--- src/rtl/m_dm_access_ctrl_pkg.sv ---
// Shared definitions for the M-stage data-memory access controller.
//   - dp_* width/extension codes carried on req_sel
//   - controller FSM state type
//   - latched request record
//   - default DM geometry
//   - alignment helper used when a request is accepted
package m_dm_access_ctrl_pkg;

  // Width/extension codes. Codes 5..7 are undefined.
  // An undefined code behaves as a full-word access with no alignment rule.
  localparam logic [2:0] DP_W  = 3'd0;
  localparam logic [2:0] DP_H  = 3'd1;
  localparam logic [2:0] DP_B  = 3'd2;
  localparam logic [2:0] DP_HU = 3'd3;
  localparam logic [2:0] DP_BU = 3'd4;

  localparam logic [31:0] DM_BYTES_DEFAULT = 32'h0000_3000;
  localparam logic [31:0] DM_BASE_DEFAULT  = 32'h0000_0000;

  typedef enum logic [1:0] {
    DMC_IDLE = 2'd0,
    DMC_WAIT = 2'd1,
    DMC_DONE = 2'd2
  } dmc_state_e;

  typedef struct packed {
    logic        we;
    logic [2:0]  sel;
    logic [31:0] addr;
    logic [31:0] wdata;
  } dm_req_t;

  // Natural alignment: words on 4-byte, halfwords on 2-byte boundaries.
  function automatic logic is_misaligned(input logic [2:0] sel, input logic [1:0] addr_lo);
    case (sel)
      DP_W:        return addr_lo != 2'b00;
      DP_H, DP_HU: return addr_lo[0];
      default:     return 1'b0;
    endcase
  endfunction

endpackage

--- src/rtl/m_dm_access_ctrl_lane_unit.sv ---
// m_lane_unit: combinational byte-lane mapping for the DM access controller.
// Ports:
//   sel       in  3   width/extension code (dp_*)
//   addr_lo   in  2   byte offset within the word
//   wdata     in  32  right-justified store data
//   rdata     in  32  word returned by the DM
//   be        out 4   byte enables for a store of this width
//   wdata_ln  out 32  store data replicated across all lanes
//   rdata_ext out 32  selected lane of rdata, sign- or zero-extended
module m_lane_unit
  import m_dm_access_ctrl_pkg::*;
(
  input  logic [2:0]  sel,
  input  logic [1:0]  addr_lo,
  input  logic [31:0] wdata,
  input  logic [31:0] rdata,
  output logic [3:0]  be,
  output logic [31:0] wdata_ln,
  output logic [31:0] rdata_ext
);

  logic [15:0] rd_half;
  logic [7:0]  rd_byte;

  // Store side.
  // Unsigned codes pick the same lanes as their signed counterparts.
  always_comb begin
    // NOTE: every output of a combinational block gets a default first, so
    // no path through the case leaves a value unassigned and infers a latch.
    be       = 4'b1111;
    wdata_ln = wdata;
    case (sel)
      DP_H, DP_HU: begin
        be       = addr_lo[1] ? 4'b1100 : 4'b0011;
        wdata_ln = {2{wdata[15:0]}};
      end
      DP_B, DP_BU: begin
        be       = 4'b0001 << addr_lo;
        wdata_ln = {4{wdata[7:0]}};
      end
      default: ;
    endcase
  end

  // Load side.
  always_comb begin
    rd_half   = addr_lo[1] ? rdata[31:16] : rdata[15:0];
    rd_byte   = rdata[8*addr_lo +: 8];
    rdata_ext = rdata;
    case (sel)
      DP_H:    rdata_ext = {{16{rd_half[15]}}, rd_half};
      DP_HU:   rdata_ext = {16'h0000, rd_half};
      DP_B:    rdata_ext = {{24{rd_byte[7]}}, rd_byte};
      DP_BU:   rdata_ext = {24'h000000, rd_byte};
      default: ;
    endcase
  end

endmodule

--- src/rtl/m_dm_access_ctrl.sv ---
// m_dm_access_ctrl: sequences one M-stage load/store at a time against a
// variable-latency DM port (mem_req / mem_ready).
// The pipeline is stalled until the access completes.
// Ports:
//   clk, reset              rising-edge clock, synchronous active-high reset
//   req_valid/we/sel/addr/wdata
//                           M-stage access, held stable while stall=1
//   stall                   hold F/D/E/M; req_valid & (state != DONE)
//   done                    one-cycle pulse; rd_data/err valid
//   rd_data                 extended load data; 0 for stores and errors
//   err                     misaligned or out-of-range access
//   mem_req/we/addr/be/wdata
//                           DM request, driven only while waiting on the DM
//   mem_ready, mem_rdata    DM completion and read word
// Flow:
//   IDLE -> WAIT -> DONE for a legal access.
//   IDLE -> DONE for a rejected one, which never reaches the DM.
module m_dm_access_ctrl
  import m_dm_access_ctrl_pkg::*;
#(
  parameter logic [31:0] DM_BYTES = DM_BYTES_DEFAULT,
  parameter logic [31:0] DM_BASE  = DM_BASE_DEFAULT
) (
  input  logic        clk,
  input  logic        reset,
  input  logic        req_valid,
  input  logic        req_we,
  input  logic [2:0]  req_sel,
  input  logic [31:0] req_addr,
  input  logic [31:0] req_wdata,
  output logic        stall,
  output logic        done,
  output logic [31:0] rd_data,
  output logic        err,
  output logic        mem_req,
  output logic        mem_we,
  output logic [31:0] mem_addr,
  output logic [3:0]  mem_be,
  output logic [31:0] mem_wdata,
  input  logic        mem_ready,
  input  logic [31:0] mem_rdata
);

  dmc_state_e  state, state_nxt;
  dm_req_t     req_q;
  logic        req_err;
  logic [31:0] addr_off;
  logic        accept;
  logic        complete;
  logic [3:0]  lane_be;
  logic [31:0] lane_wdata;
  logic [31:0] lane_rdata;

  // Error classification of the incoming request.
  // The subtraction wraps, so addresses below DM_BASE also land out of range.
  always_comb begin
    addr_off = req_addr - DM_BASE;
    req_err  = is_misaligned(req_sel, req_addr[1:0]) || (addr_off >= DM_BYTES);
  end

  assign accept   = (state == DMC_IDLE) && req_valid;
  assign complete = (state == DMC_WAIT) && mem_ready;

  // Lane mapping works from the latched request.
  // A protocol violation on req_* mid-access therefore cannot corrupt it.
  m_lane_unit u_lane (
    .sel       (req_q.sel),
    .addr_lo   (req_q.addr[1:0]),
    .wdata     (req_q.wdata),
    .rdata     (mem_rdata),
    .be        (lane_be),
    .wdata_ln  (lane_wdata),
    .rdata_ext (lane_rdata)
  );

  // State register.
  always_ff @(posedge clk) begin
    // NOTE: clocked state is updated with non-blocking assignments.
    // Every flop then samples pre-edge values, whatever order the blocks run in.
    if (reset) state <= DMC_IDLE;
    else       state <= state_nxt;
  end

  // Next-state logic.
  // mem_ready is only looked at in WAIT.
  always_comb begin
    state_nxt = state;
    case (state)
      DMC_IDLE: if (req_valid) state_nxt = req_err ? DMC_DONE : DMC_WAIT;
      DMC_WAIT: if (mem_ready) state_nxt = DMC_DONE;
      DMC_DONE: state_nxt = DMC_IDLE;
      default:  state_nxt = DMC_IDLE;
    endcase
  end

  // Outputs decoded from state.
  // The DM bus is zero whenever no request is outstanding.
  always_comb begin
    stall     = req_valid && (state != DMC_DONE);
    done      = (state == DMC_DONE);
    mem_req   = (state == DMC_WAIT);
    mem_we    = mem_req && req_q.we;
    mem_addr  = mem_req ? {req_q.addr[31:2], 2'b00} : 32'h0;
    mem_be    = mem_req ? (req_q.we ? lane_be : 4'b1111) : 4'b0000;
    mem_wdata = (mem_req && req_q.we) ? lane_wdata : 32'h0;
  end

  // Request latch and result registers.
  // rd_data/err change only when entering DONE, then hold until the next access ends.
  always_ff @(posedge clk) begin
    if (reset) begin
      req_q   <= '0;
      rd_data <= 32'h0;
      err     <= 1'b0;
    end else begin
      if (accept) begin
        req_q.we    <= req_we;
        req_q.sel   <= req_sel;
        req_q.addr  <= req_addr;
        req_q.wdata <= req_wdata;
        if (req_err) begin
          rd_data <= 32'h0;
          err     <= 1'b1;
        end
      end
      if (complete) begin
        rd_data <= req_q.we ? 32'h0 : lane_rdata;
        err     <= 1'b0;
      end
    end
  end

endmodule

--- config.mk ---
export PLATFORM = sky130hd
export DESIGN_NAME = m_dm_access_ctrl
export DESIGN_NICKNAME = d
export VERILOG_FILES = /design/src/rtl/m_dm_access_ctrl_pkg.sv /design/src/rtl/m_dm_access_ctrl_lane_unit.sv /design/src/rtl/m_dm_access_ctrl.sv
export SDC_FILE = /design/constraint.sdc
export NUM_CORES = 1
export LEC_CHECK = 0
export BUFFER_PORTS_ARGS = -buffer_cell sky130_fd_sc_hd__buf_4
export CORE_UTILIZATION = 51
export DETAILED_ROUTE_END_ITERATION = 12
export PLACE_DENSITY = 0.87
export SLEW_MARGIN = 0
export SYNTH_ARGS = -nofsm -noshare
export SYNTH_HDL_FRONTEND = slang
export SYNTH_SLANG_ARGS = --single-unit
--- constraint.sdc ---
create_clock -name clk -period 4.9 [get_ports clk]
set_input_delay 0.98 -clock clk [delete_from_list [all_inputs] [get_ports clk]]
set_output_delay 0.98 -clock clk [all_outputs]
set_load 0.1 [all_outputs]
==> metrics.md <==
| Metric | Value |
|---|---|
| Outcome | finished, final reports clean |
| Flip-flop and latch count after synthesis | 103 |
| Diode count | 0 |
| TritonRoute pass-1 iters | 7 |
| Hold/Removal Path Class | reg -> reg |
| Final hold slack | 455 ps |
| Largest net degree at the start of global routing | 73 |
| Slowest CP cell | and2_1 |
| Synthesized cell area | 5020 µm² |
| Hold-fix buffers, CTS | 0 |
| Row count | 35 |
| Peak supply drop | 0.163 mV |
| Final wirelength | 16100 µm |
| Clk_skew | 15.1 ps |
| Setup TNS | 0 ps |
| Unrepaired setup endpoints after global routing | no |
| Clk pin slew, worst setup/hold paths | 90 ps |
| Sink Count | 103 |
| RePlAce Congestion | 0.914 |
| Startpoint types | flop |
| Number of synthesized flops with an enable pin | 0 |
| Yosys top cell by area | dfxtp_1 |
| Vias in the first global route | 5136 |
| Worst-Skew Late Latency | 360 ps |
| PortBufs | 206 |
| Top post-synthesis cells by area | dfxtp_1 (41%), nand2_1 (15%), a21oi_1 (9.3%) |
| Slew @ Worst Pin | 1230 ps |
| Layout area overhead | 34.6% |
| Drc violations | 0 |
| Syn_area_per_cell | 7.62 µm² |
| Worst path top cell family by delay | simple AND/OR/NAND/NOR gates |
| Final core utilization | 72.1% |
| Fin crit share | 82.4% |
| Grt ovf | 0 |
| IO Pins | 209 |
| Met1 usage | 37.6% |
| Cell Pwr Density | 270 nW/µm² |
| Largest stage delay, worst path | 860 ps |
| First-pass GRT wire length | 24700 µm |
| F_max | 0.248 GHz |
| Die area | 10200 µm² |
| Yosys top cell area share | 41.1% |
| Slew HR | 17.3% |
| GR peak layer | met2 |
| Via count | 5509 |
| Total CTS buffers | 9 |
| CTS tree | built |
| Required @ worst endpoint | 3920 ps |
| DP HPWL | 11300 µm |
| Clk buf depth | 2 |
| Critical Path Sink Type | output port |
| Minimum clock period | 4040 ps |
| Pleak | 2.86 nW |
| Crit path DAT | 3060 ps |
| Gate Count Post-Synth | 659 |
| Distinct cells, synth | 49 |
| Crit Path Max Fanout | 28 |
| Main synth FF type | dfxtp_1 |
| DIE WIDTH | 101 µm |
| Crit path cell chain | or3_1, and2_1, nand2_1, a21oi_1, buf_4 |
| Initial Util | 53.6% |
| Final hold violation count | 0 |
| CTS resizes | 0 |
| Core Region | 9370 µm² |
| DR iter-0 viols | 379 |
| WP buf/inv | 1 |
| Final setup violation count | 0 |
| Via-per-instance ratio | 5.73 |
| Ratio of cells with drive above 1 in the final layout | 30.6% |
| GRT met2 Usage | 50.5% |
| Antenna violations before repair | 0 |
| # nets final | 932 |
| WL/cell | 16.8 µm |
| Grt met3 use | 8.01% |
| H-tree levels | 3 |
| Post-synth ARST share | 0% |
| Yosys warning total | 0 |
| Sequential area share after synthesis | 41.1% |
| Fin. max-slew vios | 0 |
| Max-capacitance violation count | 0 |
| Post-route ant nets | 0 |
| CTS root buffer | clkbuf_8 |
| Crit Path Category | reg -> out |
| Die span in y | 101 µm |
| Postcts setup bufs | 0 |
| GRT Total Usage | 30.7% |
==> cell usage in the layout, fill, tap and decap left out, types with 2 or more instances in the layout <==
cell type    n
a21oi_1     93
a222oi_1     7
a31oi_1     11
and2_1      32
and3_1       9
buf_4      210
bufinv_16    3
clkbuf_8    10
conb_1       2
dfxtp_1    103
inv_1        6
mux2_2       8
mux2i_1      2
nand2_1    198
nand2b_1     6
nor2_1      26
nor2b_1      5
nor3_1       2
nor4_1       3
o21a_1       8
o21ai_0     11
o221ai_1     9
o22ai_1     30
o22ai_2     10
==> layout make-up <==
class	instances	area, µm²
multi-input cells	497	2690
fillers	750	2610
flip-flops and latches	103	2060
repair buffers	210	1580
well taps	129	161
clock buffers	10	138
clock inverters	5	106
inverters	7	26.3
==> stage by stage <==
step | cell area [µm²] | power (mW) | worst slack [ps] | std cells
after floorplan | 5020 | 1.09 | 884 | 660
after global placement | 6520 | 1.19 | 1520 | 946
after detailed placement | 6520 | 1.20 | 1340 | 946
after CTS | 6760 | 1.83 | 932 | 961
after global routing | 6760 | 1.90 | 638 | 961
final | 6760 | 1.83 | 863 | 961
==> worst min-delay path, stage by stage (launching register included) <==
cell and delay (ps):
dfxtp_1 310, nand2_1 50, a21oi_1 50
==> registers in the layout, summed over array words and instances, names as in the netlist <==
name     count
rd_data     32
req_q       68
err          1
state        2
==> final timing paths <==
kind                               start                      end  slack (ps)  cells after the start
hold / removal    req_q[59]$_SDFFE_PP0P_   req_q[59]$_SDFFE_PP0P_         460                      2
hold reg to reg   req_q[59]$_SDFFE_PP0P_   req_q[59]$_SDFFE_PP0P_         460                      2
setup reg to reg  req_q[66]$_SDFFE_PP0P_  rd_data[6]$_SDFFE_PP0P_        2250                      4
setup / recovery  req_q[64]$_SDFFE_PP0P_            mem_wdata[21]         860                      5
==> cell usage after synthesis, types with 3 or more instances <==
library cell	n
a21oi_1	93
a222oi_1	7
a31oi_1	11
and2_1	33
and3_1	9
buf_2	10
buf_4	3
buf_6	4
clkbuf_1	34
dfxtp_1	103
inv_1	6
mux2_2	8
nand2_1	199
nand2b_1	6
nor2_1	27
nor2b_1	5
nor4_1	3
o21a_1	8
o21ai_0	11
o221ai_1	9
o22ai_1	30
o22ai_2	10
==> routing by layer <==
metal / routed length (µm) / up-vias
met2: 7700 / 324
li1: - / 2605
met5: 0 / -
met3: 1780 / 49
met1: 6120 / 2531
met4: 497 / 0
==> cell families after synthesis <==
| logic type | Yosys count | synth area share [%] |
|---|---|---|
| and+or+nand+nor | 294 | 25.6 |
| AOI/OAI and AO/OA | 189 | 24.9 |
| DFF | 103 | 41.1 |
| buffers and inverters | 60 | 5.56 |
| muxes | 11 | 2.64 |
| xor gates and xnor gates | 1 | 0.175 |
| other | 1 | 0.0747 |
==> report_power, final <==
group          total [mW]  switching (mW)  internal [mW]
registers           0.905          0.0350          0.870
logic               0.280           0.164          0.115
clock network       0.643           0.292          0.352
total                1.83           0.491           1.34
Power figures use the tool's default switching activity.
